$ cat src/rtl/face_instr_issuer_if.sv
// FACE instruction port bundle: run control from the host side, program BRAM
// read port, and the instruction/busy pair towards the FACE accelerator.
// master = the issuer, slave = the surrounding host/BRAM/FACE environment.
interface face_instr_issuer_if #(
  parameter int ADDR_W = 15,
  parameter int LEN_W  = 10
);
  logic              start;
  logic [ADDR_W-1:0] prog_base;
  logic [LEN_W-1:0]  prog_len;
  logic              abort;
  logic              prog_ren;
  logic [ADDR_W-1:0] prog_addr;
  logic [31:0]       prog_rdata;
  logic              face_busy;
  logic [31:0]       instr;
  logic              running;
  logic              done;
  logic [LEN_W-1:0]  issue_cnt;
  logic              timeout_err;

  modport master (
    input  start, prog_base, prog_len, abort, prog_rdata, face_busy,
    output prog_ren, prog_addr, instr, running, done, issue_cnt, timeout_err
  );

  modport slave (
    output start, prog_base, prog_len, abort, prog_rdata, face_busy,
    input  prog_ren, prog_addr, instr, running, done, issue_cnt, timeout_err
  );
endinterface

$ cat src/rtl/face_instr_issuer.sv
// face_instr_issuer: walks a program in BRAM and hands each 32-bit word to
// FACE for exactly one cycle, padding with NOPs and waiting for face_busy to
// drop before the next word. Optional busy watchdog: FACE_ISSUER_TIMEOUT_EN.
module face_instr_issuer #(
  parameter int ADDR_W         = 15,
  parameter int LEN_W          = 10,
  parameter int SETTLE_CYCLES  = 1,
  parameter int TIMEOUT_CYCLES = 65535
) (
  input  logic                 clk,
  input  logic                 rst,
  face_instr_issuer_if.master  bus
);

  typedef enum logic [2:0] {
    S_IDLE, S_FETCH, S_CAPTURE, S_ISSUE, S_SETTLE, S_WAIT, S_DONE
  } state_t;

  localparam int SW = (SETTLE_CYCLES > 1) ? $clog2(SETTLE_CYCLES) : 1;

  if (SETTLE_CYCLES < 1 || TIMEOUT_CYCLES < 1) begin : g_bad_param
    $error("face_instr_issuer: SETTLE_CYCLES and TIMEOUT_CYCLES must be >= 1");
  end

  state_t            state_q, state_d;
  logic [ADDR_W-1:0] base_q, base_d;
  logic [LEN_W-1:0]  len_q, len_d;
  // issue_cnt doubles as the word index: both restart at 0 and step together
  logic [LEN_W-1:0]  cnt_q, cnt_d;
  logic [31:0]       instr_q, instr_d;
  logic              running_q, running_d;
  logic              done_q, done_d;
  logic [SW-1:0]     settle_q, settle_d;
  logic              start_acc;
  logic              to_fire;

  // abort outranks start, and start only counts from IDLE
  assign start_acc = (state_q == S_IDLE) && bus.start && !bus.abort;

`ifdef FACE_ISSUER_TIMEOUT_EN
  localparam int TW = $clog2(TIMEOUT_CYCLES + 1);
  logic [TW-1:0] to_cnt_q, to_cnt_d;
  logic          to_err_q, to_err_d;

  // watchdog: count busy cycles spent in WAIT, fire on the limit
  always_comb begin
    to_cnt_d = '0;
    to_fire  = 1'b0;
    to_err_d = to_err_q;
    if (state_q == S_WAIT && bus.face_busy && !bus.abort) begin
      if (to_cnt_q == TW'(TIMEOUT_CYCLES - 1)) to_fire = 1'b1;
      else                                     to_cnt_d = to_cnt_q + 1'b1;
    end
    if (start_acc) to_err_d = 1'b0;
    if (to_fire)   to_err_d = 1'b1;
  end

  // watchdog registers
  always_ff @(posedge clk) begin
    if (rst) begin
      to_cnt_q <= '0;
      to_err_q <= 1'b0;
    end else begin
      to_cnt_q <= to_cnt_d;
      to_err_q <= to_err_d;
    end
  end

  assign bus.timeout_err = to_err_q;
`else
  assign to_fire         = 1'b0;
  assign bus.timeout_err = 1'b0;
`endif

  // next-state and registered-output decode
  always_comb begin
    state_d   = state_q;
    base_d    = base_q;
    len_d     = len_q;
    cnt_d     = cnt_q;
    instr_d   = instr_q;
    running_d = running_q;
    done_d    = 1'b0;
    settle_d  = settle_q;
    if (bus.abort) begin
      // kill the run silently; issue_cnt keeps what was already issued
      if (state_q != S_IDLE) begin
        state_d   = S_IDLE;
        instr_d   = '0;
        running_d = 1'b0;
      end
    end else begin
      unique case (state_q)
        S_IDLE: if (bus.start) begin
          base_d    = bus.prog_base;
          len_d     = bus.prog_len;
          cnt_d     = '0;
          running_d = 1'b1;
          state_d   = (bus.prog_len == '0) ? S_DONE : S_FETCH;
        end
        S_FETCH:   state_d = S_CAPTURE;
        S_CAPTURE: begin
          instr_d = bus.prog_rdata;
          state_d = S_ISSUE;
        end
        S_ISSUE: begin
          // word is on the bus this cycle only; NOP follows
          instr_d  = '0;
          cnt_d    = cnt_q + 1'b1;
          settle_d = '0;
          state_d  = S_SETTLE;
        end
        S_SETTLE: begin
          // FACE busy is registered, so it cannot reflect this word yet
          if (settle_q == SW'(SETTLE_CYCLES - 1)) state_d  = S_WAIT;
          else                                    settle_d = settle_q + 1'b1;
        end
        S_WAIT: begin
          if (to_fire)             state_d = S_DONE;
          else if (!bus.face_busy) state_d = (cnt_q == len_q) ? S_DONE : S_FETCH;
        end
        S_DONE: begin
          done_d    = 1'b1;
          running_d = 1'b0;
          state_d   = S_IDLE;
        end
        default: state_d = S_IDLE;
      endcase
    end
  end

  // state and output registers
  always_ff @(posedge clk) begin
    if (rst) begin
      state_q   <= S_IDLE;
      base_q    <= '0;
      len_q     <= '0;
      cnt_q     <= '0;
      instr_q   <= '0;
      running_q <= 1'b0;
      done_q    <= 1'b0;
      settle_q  <= '0;
    end else begin
      state_q   <= state_d;
      base_q    <= base_d;
      len_q     <= len_d;
      cnt_q     <= cnt_d;
      instr_q   <= instr_d;
      running_q <= running_d;
      done_q    <= done_d;
      settle_q  <= settle_d;
    end
  end

  // BRAM read port is decoded straight from state so data lands for CAPTURE
  assign bus.prog_ren  = (state_q == S_FETCH);
  assign bus.prog_addr = (state_q == S_FETCH) ? base_q + ADDR_W'(cnt_q) : '0;
  assign bus.instr     = instr_q;
  assign bus.running   = running_q;
  assign bus.done      = done_q;
  assign bus.issue_cnt = cnt_q;

endmodule
$ cat src/flat_wrapper.sv
// flat-port wrapper written by rule: the top's interface ports become plain ports
module face_instr_issuer_flat 
#(
  parameter int ADDR_W         = 15,
  parameter int LEN_W          = 10,
  parameter int SETTLE_CYCLES  = 1,
  parameter int TIMEOUT_CYCLES = 65535
)
  (clk, rst, bus_start, bus_prog_base, bus_prog_len, bus_abort, bus_prog_rdata, bus_face_busy, bus_prog_ren, bus_prog_addr, bus_instr, bus_running, bus_done, bus_issue_cnt, bus_timeout_err);
  face_instr_issuer_if #(.ADDR_W(ADDR_W), .LEN_W(LEN_W)) bus_i ();
  input  logic clk;
  input  logic rst;
  input wire logic [$bits(bus_i.start)-1:0] bus_start;
  input wire logic [$bits(bus_i.prog_base)-1:0] bus_prog_base;
  input wire logic [$bits(bus_i.prog_len)-1:0] bus_prog_len;
  input wire logic [$bits(bus_i.abort)-1:0] bus_abort;
  input wire logic [$bits(bus_i.prog_rdata)-1:0] bus_prog_rdata;
  input wire logic [$bits(bus_i.face_busy)-1:0] bus_face_busy;
  output wire logic [$bits(bus_i.prog_ren)-1:0] bus_prog_ren;
  output wire logic [$bits(bus_i.prog_addr)-1:0] bus_prog_addr;
  output wire logic [$bits(bus_i.instr)-1:0] bus_instr;
  output wire logic [$bits(bus_i.running)-1:0] bus_running;
  output wire logic [$bits(bus_i.done)-1:0] bus_done;
  output wire logic [$bits(bus_i.issue_cnt)-1:0] bus_issue_cnt;
  output wire logic [$bits(bus_i.timeout_err)-1:0] bus_timeout_err;
  assign bus_i.start = bus_start;
  assign bus_i.prog_base = bus_prog_base;
  assign bus_i.prog_len = bus_prog_len;
  assign bus_i.abort = bus_abort;
  assign bus_i.prog_rdata = bus_prog_rdata;
  assign bus_i.face_busy = bus_face_busy;
  assign bus_prog_ren = bus_i.prog_ren;
  assign bus_prog_addr = bus_i.prog_addr;
  assign bus_instr = bus_i.instr;
  assign bus_running = bus_i.running;
  assign bus_done = bus_i.done;
  assign bus_issue_cnt = bus_i.issue_cnt;
  assign bus_timeout_err = bus_i.timeout_err;
  face_instr_issuer #(.ADDR_W(ADDR_W), .LEN_W(LEN_W), .SETTLE_CYCLES(SETTLE_CYCLES), .TIMEOUT_CYCLES(TIMEOUT_CYCLES)) u_core (.clk(clk), .rst(rst), .bus(bus_i));
endmodule
$ cat config.mk
export PLATFORM = sky130hd
export DESIGN_NAME = face_instr_issuer_flat
export DESIGN_NICKNAME = d
export VERILOG_FILES = /design/src/rtl/face_instr_issuer_if.sv /design/src/rtl/face_instr_issuer.sv /design/src/flat_wrapper.sv
export SDC_FILE = /design/constraint.sdc
export NUM_CORES = 1
export LEC_CHECK = 0
export BUFFER_PORTS_ARGS = -buffer_cell sky130_fd_sc_hd__buf_2
export CAP_MARGIN = 20
export CORE_MARGIN = 10
export CORE_UTILIZATION = 45
export CTS_BUF_LIST = sky130_fd_sc_hd__clkbuf_4 sky130_fd_sc_hd__clkbuf_8 sky130_fd_sc_hd__clkbuf_16
export CTS_CLUSTER_SIZE = 10
export DETAILED_ROUTE_END_ITERATION = 12
export PLACE_DENSITY = 0.76
export SLEW_MARGIN = 20
export SYNTH_ARGS = -nofsm -noshare
export SYNTH_HDL_FRONTEND = slang
export SYNTH_SLANG_ARGS = --single-unit
$ cat constraint.sdc
create_clock -name clk -period 2.2 [get_ports clk]
set_input_delay 0.22 -clock clk [delete_from_list [all_inputs] [get_ports clk]]
set_output_delay 0.22 -clock clk [all_outputs]
set_load 0.02 [all_outputs]
==> flow_metrics.env <==
export IMPL_fin_crit_sh_pct=113
export IMPL_hold_end="u_core.base_q[0]"
export IMPL_port_buffers=121
export IMPL_synth_edf_count=0
export IMPL_power_leakage_nw=2.03
export IMPL_synth_area_um2=3420
export IMPL_min_delay_start="bus_prog_base[0]"
export IMPL_syn_inst=415
export IMPL_netlist_area_leader_share_pct=42.1
export IMPL_route_detailed_drc=0
export IMPL_clock_root_buffer="clkbuf_8"
export IMPL_hold_viol_final=0
export IMPL_final_util_pct=63.1
export IMPL_period_minus_slack_ps=2480
export IMPL_ys_flop_type="dfxtp_1"
export IMPL_grt_pass1_vias=3468
export IMPL_antenna_left=0
export IMPL_ys_seq_area_share_pct=42.1
export IMPL_rr_startpoint="u_core.state_q[0]"
export IMPL_holdPathStages=3
export IMPL_p_total_mw=2.55
export IMPL_clkTransAtPathRegs_ps=80
export IMPL_ys_seq_elements=72
export IMPL_fill_cells=649
export IMPL_grt_usage_pct=17.2
export IMPL_reg2reg_slack_ps=510
export IMPL_synth_area_per_cell_um2=8.25
export IMPL_postLayoutCellArea_um2=4630
export IMPL_diodes=0
export IMPL_cts_buffers=9
export IMPL_dr_pass1_iters=5
export IMPL_grt_max_degree=33
export IMPL_violations="setup timing"
export IMPL_cts_tree="done"
export IMPL_synth_fp_nets=489
export IMPL_run_status="finished, violations left"
export IMPL_path_max_fanout=2
export IMPL_netlist_top_cells_count="dfxtp_1 (72), nand2_1 (68), nor2_1 (53)"
export IMPL_power_density_nw_per_um2=551
export IMPL_cts_sinks=72
export IMPL_routedWlPerCell_um=15.3
export IMPL_wirelength_um=9990
export IMPL_first_iter_violations=130
export IMPL_initial_core_util_pct=46.7
export IMPL_worstSetupPathType="reg2out"
export IMPL_antenna_found_initial=0
export IMPL_synth_most_common_cell="dfxtp_1"
export IMPL_arrival_ps=2260
export IMPL_drv_cap=0
export IMPL_std_cell_rows=31
export IMPL_die_h_um=107
export IMPL_pre_cts_ws_ps=-48.2
export IMPL_synth_largest_area_cell="dfxtp_1"
export IMPL_routabilityCongestion=0.867
export IMPL_yosysWarnings=0
export IMPL_r2r_cells=5
export IMPL_max_slew_margin_pct=56.9
export IMPL_finalSetupViolCount=9
export IMPL_syn2layout_area_growth_pct=35.2
export IMPL_timing_fmax_mhz=403
export IMPL_stdcell_count=655
export IMPL_grt_ovfl_total=0
export IMPL_skew_ps=10.0
export IMPL_end_kind="output pin"
export IMPL_synth_cell_type_count=48
export IMPL_fp_dieArea_um2=11500
export IMPL_hp_class="in2reg"
export IMPL_place_inst=637
export IMPL_start_kind="flip-flop"
export IMPL_async_flop_share_pct=0
export IMPL_drive_above_1_share_pct=36.9
export IMPL_postPlaceCellArea_um2=4270
export IMPL_cp_slowest_cell="fa_2"
export IMPL_core_area_um2=7330
export IMPL_layout_setup_ws_ps=-283
export IMPL_num_io_pins=123
export IMPL_drv_slew=0
export IMPL_vias=3444
export IMPL_crit_required_ps=1980
export IMPL_max_stage_delay_ps=350
export IMPL_nets=625
export IMPL_htreeDepth=3
export IMPL_die_width_um=107
export IMPL_rsz0062_at_grt="yes"
export IMPL_tightestPinTransition_ps=641
export IMPL_r2r_end="u_core.bus.issue_cnt[9]"
export IMPL_yosys_top_cells_area="dfxtp_1 (42%), nand2_1 (7.5%), a22oi_1 (7.0%), a21oi_1 (6.1%), nor2_1 (5.8%)"
export IMPL_clock_path_buffers=2
export IMPL_dpl_hpwl_um=7580
export IMPL_cp_num_buf_inv=2
export IMPL_path_cells="ha_4 > fa_2 > a211oi_2 > buf_4 > o21bai_1 > a21oi_2 > nor2_1 > o31a_1 > buf_6"
export IMPL_ir_drop_mv=0.353
export IMPL_clock_latency_ps=350
export IMPL_viasPerCell=5.26
export IMPL_grt_pass1_wl_um=16100
export IMPL_crit_family="compound AO/OA/AOI/OAI gates"
## placed cells by master, fill, tap and decap left out, types with 2 or more instances in the layout
| master | n |
|---|---|
| buf_2 | 111 |
| nand2_1 | 68 |
| dfxtp_1 | 65 |
| nor2_1 | 52 |
| buf_4 | 38 |
| a21oi_1 | 37 |
| a22oi_1 | 32 |
| xor2_1 | 11 |
| xnor2_1 | 10 |
| clkbuf_8 | 9 |
| a21o_1 | 6 |
| or3_1 | 6 |
| nand3_1 | 6 |
| nand4_1 | 6 |
| a21oi_2 | 5 |
| o21ai_0 | 5 |
| ha_4 | 5 |
| dfxtp_2 | 5 |
| o211ai_1 | 4 |
| o21ai_2 | 4 |
| nor3_1 | 4 |
| and3_1 | 4 |
| nor4_1 | 4 |
| ha_1 | 4 |
| clkinv_4 | 4 |
| inv_1 | 3 |
| nand2b_1 | 3 |
| a211oi_2 | 3 |
| o21ai_1 | 3 |
| o21bai_1 | 2 |
| mux2i_2 | 2 |
| o2111a_1 | 2 |
| nor2_2 | 2 |
| o21a_1 | 2 |
| and2_1 | 2 |
| ha_2 | 2 |
| buf_6 | 2 |
| dfxtp_4 | 2 |
## tightest hold or removal path, stage by stage
cell     delay, ps
buf_2          100
nand2_1         50
a21oi_1         50
## metal layers
| metal | wire length [um] | vias up | global-route usage (%) |
|---|---|---|---|
| met1 | 4280 | 1573 | 19.6 |
| met4 | 202 | 0 | 6.87 |
| met3 | 1030 | 16 | 8.68 |
| met5 | 0 | - | 0 |
| li1 | - | 1728 | - |
| met2 | 4480 | 127 | 26.7 |
## metrics by stage
| stage | TNS (ps) | hold WS, ps |
|---|---|---|
| 6_report | -1460 | 101 |
| 5_1_grt | -2550 | 92.3 |
| 4_1_cts | -1580 | 84.7 |
| 3_5_place_dp | -64.0 | 454 |
| 3_3_place_gp | 0 | 447 |
| 2_1_floorplan | -29.8 | 297 |
## layout make-up
class                           count  area (um^2)  area share, %
Clock inverter                      7         56.3           1.22
Tap cell                           99          124           2.68
Inverter                            4         15.0          0.324
Sequential cell                    72         1460           31.4
Multi-Input combinational cell    313         1990           43.0
Timing Repair Buffer              151          863           18.7
Clock buffer                        9          124           2.68
## where the power goes
| part | switching, mW | internal [mW] | leakage, nW | total [mW] |
|---|---|---|---|---|
| combinational | 0.150 | 0.112 | 1.35 | 0.261 |
| sequential | 0.0207 | 1.33 | 0.587 | 1.35 |
| clock | 0.523 | 0.418 | 0.0898 | 0.941 |
| total | 0.693 | 1.86 | 2.03 | 2.55 |
## cells by family after synthesis
logic type / Yosys count / synth area share [%]
AND/OR/NAND/NOR: 163 / 21.5
AO/OA/AOI/OAI: 114 / 21.6
flip-flops: 72 / 42.1
buffers and inverters: 30 / 4.13
XOR/XNOR: 21 / 5.37
adder cells (fa/ha/maj): 12 / 4.61
multiplexers: 2 / 0.585
other: 1 / 0.110
## worst max-delay path by stage
stage | start | endpoint | depth (start not counted)
3_3_place_gp | u_core.bus.issue_cnt[0] | bus_prog_addr[14] | 8
3_5_place_dp | u_core.bus.issue_cnt[0] | bus_prog_addr[14] | 8
2_1_floorplan | u_core.bus.issue_cnt[0] | bus_prog_addr[14] | 7
5_1_grt | u_core.base_q[0] | bus_prog_addr[14] | 8
4_1_cts | u_core.base_q[0] | bus_prog_addr[8] | 9
6_report | u_core.base_q[0] | bus_prog_addr[8] | 9
## state kept, by name, indices dropped and copies added (netlist names)
signal and cells:
u_core.state_q 3, u_core.len_q 10, u_core.bus.done 1, u_core.bus.instr 32
u_core.base_q 15, u_core.bus.issue_cnt 10, u_core.bus.running 1
## timing repair
| action | CTS | global route |
|---|---|---|
| endpoints found under the setup margin | 11 | 11 |
| gates resized for setup | 37 | 5 |
| setup buffers | 2 | 1 |
| pin swaps | 14 | 5 |
| hold buffers | 0 | 0 |
(Power assumes the default switching activity.)
